$ cat src/rtl/ysyx_22050019_rf_pkg.sv
// ysyx_22050019_rf_pkg: shared widths and constants for the GPR file and its write-back scoreboard
package ysyx_22050019_rf_pkg;
  localparam int XLEN = 64;
  localparam int NREG = 32;
  localparam int AW = 5;
  localparam int CNT_W = 2;
  localparam logic [CNT_W-1:0] CNT_MAX = '1;
  localparam logic [AW-1:0] REG_ZERO = '0;
endpackage

$ cat src/rtl/ysyx_22050019_sb_cnt.sv
// ysyx_22050019_sb_cnt: per-register pending-write counter with clear and zero/one/max flags
module ysyx_22050019_sb_cnt
  import ysyx_22050019_rf_pkg::*;
(
  input  logic clk,
  input  logic rst_n,
  input  logic inc,
  input  logic dec,
  input  logic clr,
  output logic is_zero,
  output logic is_one,
  output logic is_max
);
  logic [CNT_W-1:0] cnt;
  always_ff @(posedge clk or negedge rst_n)
    if (!rst_n) cnt <= '0;
    else cnt <= clr ? '0 : (inc & ~dec) ? cnt + 1'b1 : (dec & ~inc) ? cnt - 1'b1 : cnt;
  assign is_zero = cnt == '0;
  assign is_one = cnt == CNT_W'(1);
  assign is_max = cnt == CNT_MAX;
endmodule

$ cat src/rtl/ysyx_22050019_regfile_sb.sv
// ysyx_22050019_regfile_sb: 32x64 GPR file with write-through bypass and RAW-hazard scoreboard
module ysyx_22050019_regfile_sb
  import ysyx_22050019_rf_pkg::*;
(
  input  logic            clk,
  input  logic            rst_n,
  input  logic            issue_valid_i,
  input  logic            issue_we_i,
  input  logic [AW-1:0]   issue_rd_i,
  output logic            issue_ready_o,
  input  logic            flush_i,
  input  logic            wb_we_i,
  input  logic [AW-1:0]   wb_waddr_i,
  input  logic [XLEN-1:0] wb_wdata_i,
  input  logic [AW-1:0]   rs1_addr_i,
  input  logic [AW-1:0]   rs2_addr_i,
  output logic [XLEN-1:0] rs1_data_o,
  output logic [XLEN-1:0] rs2_data_o,
  output logic            rs1_busy_o,
  output logic            rs2_busy_o,
  output logic            sb_err_o
);
  logic [XLEN-1:0] regs [NREG];
  logic [NREG-1:0] dec, is_zero, is_one, is_max;
  logic issue_fire, wb_hit;
  assign issue_fire = issue_valid_i & issue_ready_o & issue_we_i;
  assign wb_hit = wb_we_i & (wb_waddr_i != REG_ZERO);
  assign dec[0] = 1'b0;
  assign is_zero[0] = 1'b1;
  assign is_one[0] = 1'b0;
  assign is_max[0] = 1'b0;
  genvar g;
  generate
    for (g = 1; g < NREG; g++) begin : g_cnt
      logic inc;
      assign inc = issue_fire & (issue_rd_i == AW'(g));
      assign dec[g] = wb_we_i & (wb_waddr_i == AW'(g)) & ~is_zero[g];
      ysyx_22050019_sb_cnt u_cnt (
        .clk(clk), .rst_n(rst_n), .inc(inc), .dec(dec[g]), .clr(flush_i),
        .is_zero(is_zero[g]), .is_one(is_one[g]), .is_max(is_max[g])
      );
    end
  endgenerate
  always_ff @(posedge clk or negedge rst_n)
    if (!rst_n) begin
      for (int i = 0; i < NREG; i++) regs[i] <= '0;
    end else if (wb_hit) begin
      regs[wb_waddr_i] <= wb_wdata_i;
    end
  // A write-back with nothing pending is a scoreboard bookkeeping error, except when a flush just discarded the counts.
  always_ff @(posedge clk or negedge rst_n)
    if (!rst_n) sb_err_o <= 1'b0;
    else if (wb_hit & ~flush_i & is_zero[wb_waddr_i]) sb_err_o <= 1'b1;
  assign rs1_data_o = (!rst_n || rs1_addr_i == REG_ZERO) ? '0 :
                      (wb_we_i && wb_waddr_i == rs1_addr_i) ? wb_wdata_i : regs[rs1_addr_i];
  assign rs2_data_o = (!rst_n || rs2_addr_i == REG_ZERO) ? '0 :
                      (wb_we_i && wb_waddr_i == rs2_addr_i) ? wb_wdata_i : regs[rs2_addr_i];
  assign rs1_busy_o = ~is_zero[rs1_addr_i] & ~(is_one[rs1_addr_i] & dec[rs1_addr_i]);
  assign rs2_busy_o = ~is_zero[rs2_addr_i] & ~(is_one[rs2_addr_i] & dec[rs2_addr_i]);
  assign issue_ready_o = ~issue_we_i | ~is_max[issue_rd_i];
endmodule

$ cat config.mk
export PLATFORM = sky130hd
export DESIGN_NAME = ysyx_22050019_regfile_sb
export DESIGN_NICKNAME = d
export VERILOG_FILES = /design/src/rtl/ysyx_22050019_rf_pkg.sv /design/src/rtl/ysyx_22050019_sb_cnt.sv /design/src/rtl/ysyx_22050019_regfile_sb.sv
export SDC_FILE = /design/constraint.sdc
export NUM_CORES = 2
export LEC_CHECK = 0
export CORE_MARGIN = 1.5
export CORE_UTILIZATION = 57
export CTS_CLUSTER_DIAMETER = 50
export DETAILED_ROUTE_END_ITERATION = 16
export PLACE_DENSITY_LB_ADDON = 0.1
export SYNTH_ARGS = -nofsm -noshare
export SYNTH_HDL_FRONTEND = slang
export SYNTH_SLANG_ARGS = --single-unit
$ cat constraint.sdc
create_clock -name clk -period 2.68 [get_ports clk]
set_input_delay 0.402 -clock clk [delete_from_list [all_inputs] [get_ports clk]]
set_output_delay 0.402 -clock clk [all_outputs]
set_load 0.01 [all_outputs]
==> flow_metrics.env <==
export IMPL_outcome="finished, violations left"
export IMPL_violations="setup timing"
export IMPL_worst_pin_slew_ps=1100
export IMPL_finalCriticalPeriod_ps=3540
export IMPL_routed_wl_um=368000
export IMPL_crit_fanout=4
export IMPL_ys_types=72
export IMPL_synth_simple_area_share=0.0497
export IMPL_drv_slew=0
export IMPL_synth_edff_count=0
export IMPL_rsz0062_at_grt="yes"
export IMPL_pre_cts_ws_ps=-1180
export IMPL_portBuffers=221
export IMPL_post_drt_wl_per_cell_um=31.0
export IMPL_relSlewSlack=0.265
export IMPL_num_vias=80200
export IMPL_cts_root_buf="clkbuf_16"
export IMPL_cp_start_kind="register"
export IMPL_synth_xor_area_share=0.00451
export IMPL_rows=165
export IMPL_coreArea_um2=203000
export IMPL_grt_use_total=0.358
export IMPL_grt_pass1_vias=83400
export IMPL_cap_violations=0
export IMPL_die_h_um=455
export IMPL_path_buf_inv=3
export IMPL_synthCells=8130
export IMPL_multi_input_comb_area_um2=61400
export IMPL_min_period_over_period=1.32
export IMPL_yosysSeqAreaShare=0.453
export IMPL_post_dp_hpwl_um=235000
export IMPL_clk_insertion_delay_late_ps=920
export IMPL_cts_clk_slew_worst_paths_ps=60
export IMPL_powerDensity_nw_per_um2=716
export IMPL_synth_area_leaders="dfrtp_1, mux4_2, mux2_2"
export IMPL_drcViolationCount=0
export IMPL_overflow=0
export IMPL_met3_length_um=28500
export IMPL_wl_met1_um=145000
export IMPL_whs_ps=206
export IMPL_vias_per_cell=6.75
export IMPL_fillers=13700
export IMPL_synth_compound_area_frac=0.0243
export IMPL_ant_nets=0
export IMPL_hold_viol=0
export IMPL_synth_area_um2=117000
export IMPL_grt_pass1_wl_um=549000
export IMPL_cts_sinks=2111
export IMPL_dieArea_um2=207000
export IMPL_place_area_um2=131000
export IMPL_routed_top_layer="met5"
export IMPL_initial_utilization=0.575
export IMPL_crit_top_cell="mux4_2"
export IMPL_pin_count=222
export IMPL_finalSetupViolCount=131
export IMPL_cp_slowest_stage_delay_ps=500
export IMPL_synth_flop_cell="dfrtp_1"
export IMPL_ys_ff_latch=2111
export IMPL_hold_path_class="in -> reg"
export IMPL_dr_pass1_iters=7
export IMPL_cp_cell_sequence="inv_2 > ha_4 > buf_6 > mux4_2 > mux4_2 > nor2_4 > a211o_1 > buf_2"
export IMPL_crit_required_ps=2280
export IMPL_synth_most_common_cell="dfrtp_1"
export IMPL_synth_top_family_by_area="multiplexers"
export IMPL_grt_max_degree=167
export IMPL_max_freq_mhz=283
export IMPL_setup_worst_path_end_class="primary output"
export IMPL_syn_nets=8313
export IMPL_cts_tree="yes"
export IMPL_cts_max_level=5
export IMPL_final_nets=9195
export IMPL_yosys_top_cells_count="dfrtp_1, mux2_2, mux4_2"
export IMPL_regArea_um2=52800
export IMPL_area_growth_pct=22.1
export IMPL_drive_above_1_share=0.562
export IMPL_muxShareOfSynthArea=0.423
export IMPL_drt_iter0_drc=7770
export IMPL_synth_top_area_cell="dfrtp_1"
export IMPL_setup_ws_ps=-856
export IMPL_arrival_ps=3130
export IMPL_yosys_area_top_type_share=0.453
export IMPL_crit_slowest_cell="mux4_2"
export IMPL_antenna_found_initial=6
export IMPL_final_cell_area_um2=142000
export IMPL_ys_warnings_count=0
export IMPL_critPathTopFamily="multiplexers"
export IMPL_cts_buffers=277
export IMPL_skew_ps=32.7
export IMPL_peakVddDrop_mv=0.828
export IMPL_chipWidth_um=455
export IMPL_worst_setup_path_type="reg -> out"
export IMPL_p_leak_nw=63.3
export IMPL_syn_avg_cell_area_um2=14.3
export IMPL_finish_utilization=0.702
export IMPL_synthArstFlopShare=1.00
export IMPL_place_congestion=0.902
export IMPL_wl_met2_um=176000
export IMPL_finalSetupTns_ps=-76040
export IMPL_cts_buffer_depth=4
export IMPL_synth_fa_ha_area_frac=0.00998
## sequential cells by signal, indices dropped and copies added (netlist names)
register / flops
g_cnt.u_cnt.cnt: 62
regs: 2048
sb_err_o: 1
## timing repair
item / CTS / global route
endpoints found under the setup margin: 131 / 135
cloned: 3 / 2
hold buffers: 2 / 0
gates resized for setup: 842 / 130
buffers inserted: 51 / 54
pin swaps: 106 / 82
hold endpoints to repair: 504 / 0
## cell type report
type,count,share of cell area
multi-input cells,5052,0.432
flip-flops and latches,2111,0.371
repair buffers,1498,0.107
clock buffers,374,0.0560
well taps,2672,0.0235
clock inverters,91,0.00863
inverters,72,0.00190
diodes,4,0.0000703
## per-stage QoR
step	cells	total power [W]
5_1_grt	11900	0.106
2_1_floorplan	8130	0.0555
6_report	11900	0.102
3_5_place_dp	11300	0.0634
3_3_place_gp	11300	0.0623
4_1_cts	11800	0.102
## worst register-to-register path: stages, from the launching register on
cell      delay (ps)
dfrtp_1          420
buf_6            140
ha_4             140
mux4_2           560
buf_6            160
or2_2            300
buf_4            140
nor2_1           110
buf_4            160
nor2_1            60
a211oi_1         180
a211oi_1          90
## metal layers
layer / up-vias / GRT usage
met5: - / 0
met4: 2 / 0.160
met3: 915 / 0.0657
met2: 3618 / 0.566
met1: 43100 / 0.488
li1: 32500 / -
## cells in the final DEF (no fill, tap or decap), types with 40 or more instances in the layout
cell	instances
dfrtp_1	2111
buf_2	116
nand2b_4	70
inv_1	65
xnor2_1	46
nand2_1	868
clkbuf_16	288
buf_12	284
mux4_2	1187
a32o_1	51
ha_1	75
a22oi_1	64
nor2b_1	41
clkbuf_1	40
clkdlybuf4s50_1	74
buf_4	898
clkbuf_8	48
buf_6	109
mux2i_1	164
o22ai_1	68
nor2_1	98
mux2_2	1860
## path summary, 6_finish.rpt
kind / cells after the start / endpoint / from / slack [ps]
max: 8 / rs1_busy_o / g_cnt[7].u_cnt.cnt[0]$_DFFE_PN0P_ / -860
min: 2 / regs[1718]$_DFFE_PN0P_ / wb_wdata_i[54] / 210
max reg2reg: 11 / g_cnt[6].u_cnt.cnt[1]$_DFFE_PN0P_ / g_cnt[7].u_cnt.cnt[0]$_DFFE_PN0P_ / 60
min reg2reg: 0 / regs[2033]$_DFFE_PN0P_ / regs[2033]$_DFFE_PN0P_ / 390
max in group asynchronous: 5 / regs[1696]$_DFFE_PN0P_ / rst_n / 500
min in group asynchronous: 3 / regs[831]$_DFFE_PN0P_ / rst_n / 430
## power by group
part | switching [W] | internal [W] | total (W)
clock | 0.0144 | 0.0233 | 0.0377
combinational | 0.00839 | 0.0137 | 0.0221
sequential | 0.00431 | 0.0378 | 0.0421
total | 0.0271 | 0.0748 | 0.102
## cells by family after synthesis
kind of cell / Yosys count
xor gates and xnor gates: 60
buffers and inverters: 967
AOI/OAI and AO/OA: 373
DFF: 2111
muxes: 3212
and+or+nand+nor: 1314
adders and majority gates: 93
Note: power is estimated with default switching activity, not from simulation.
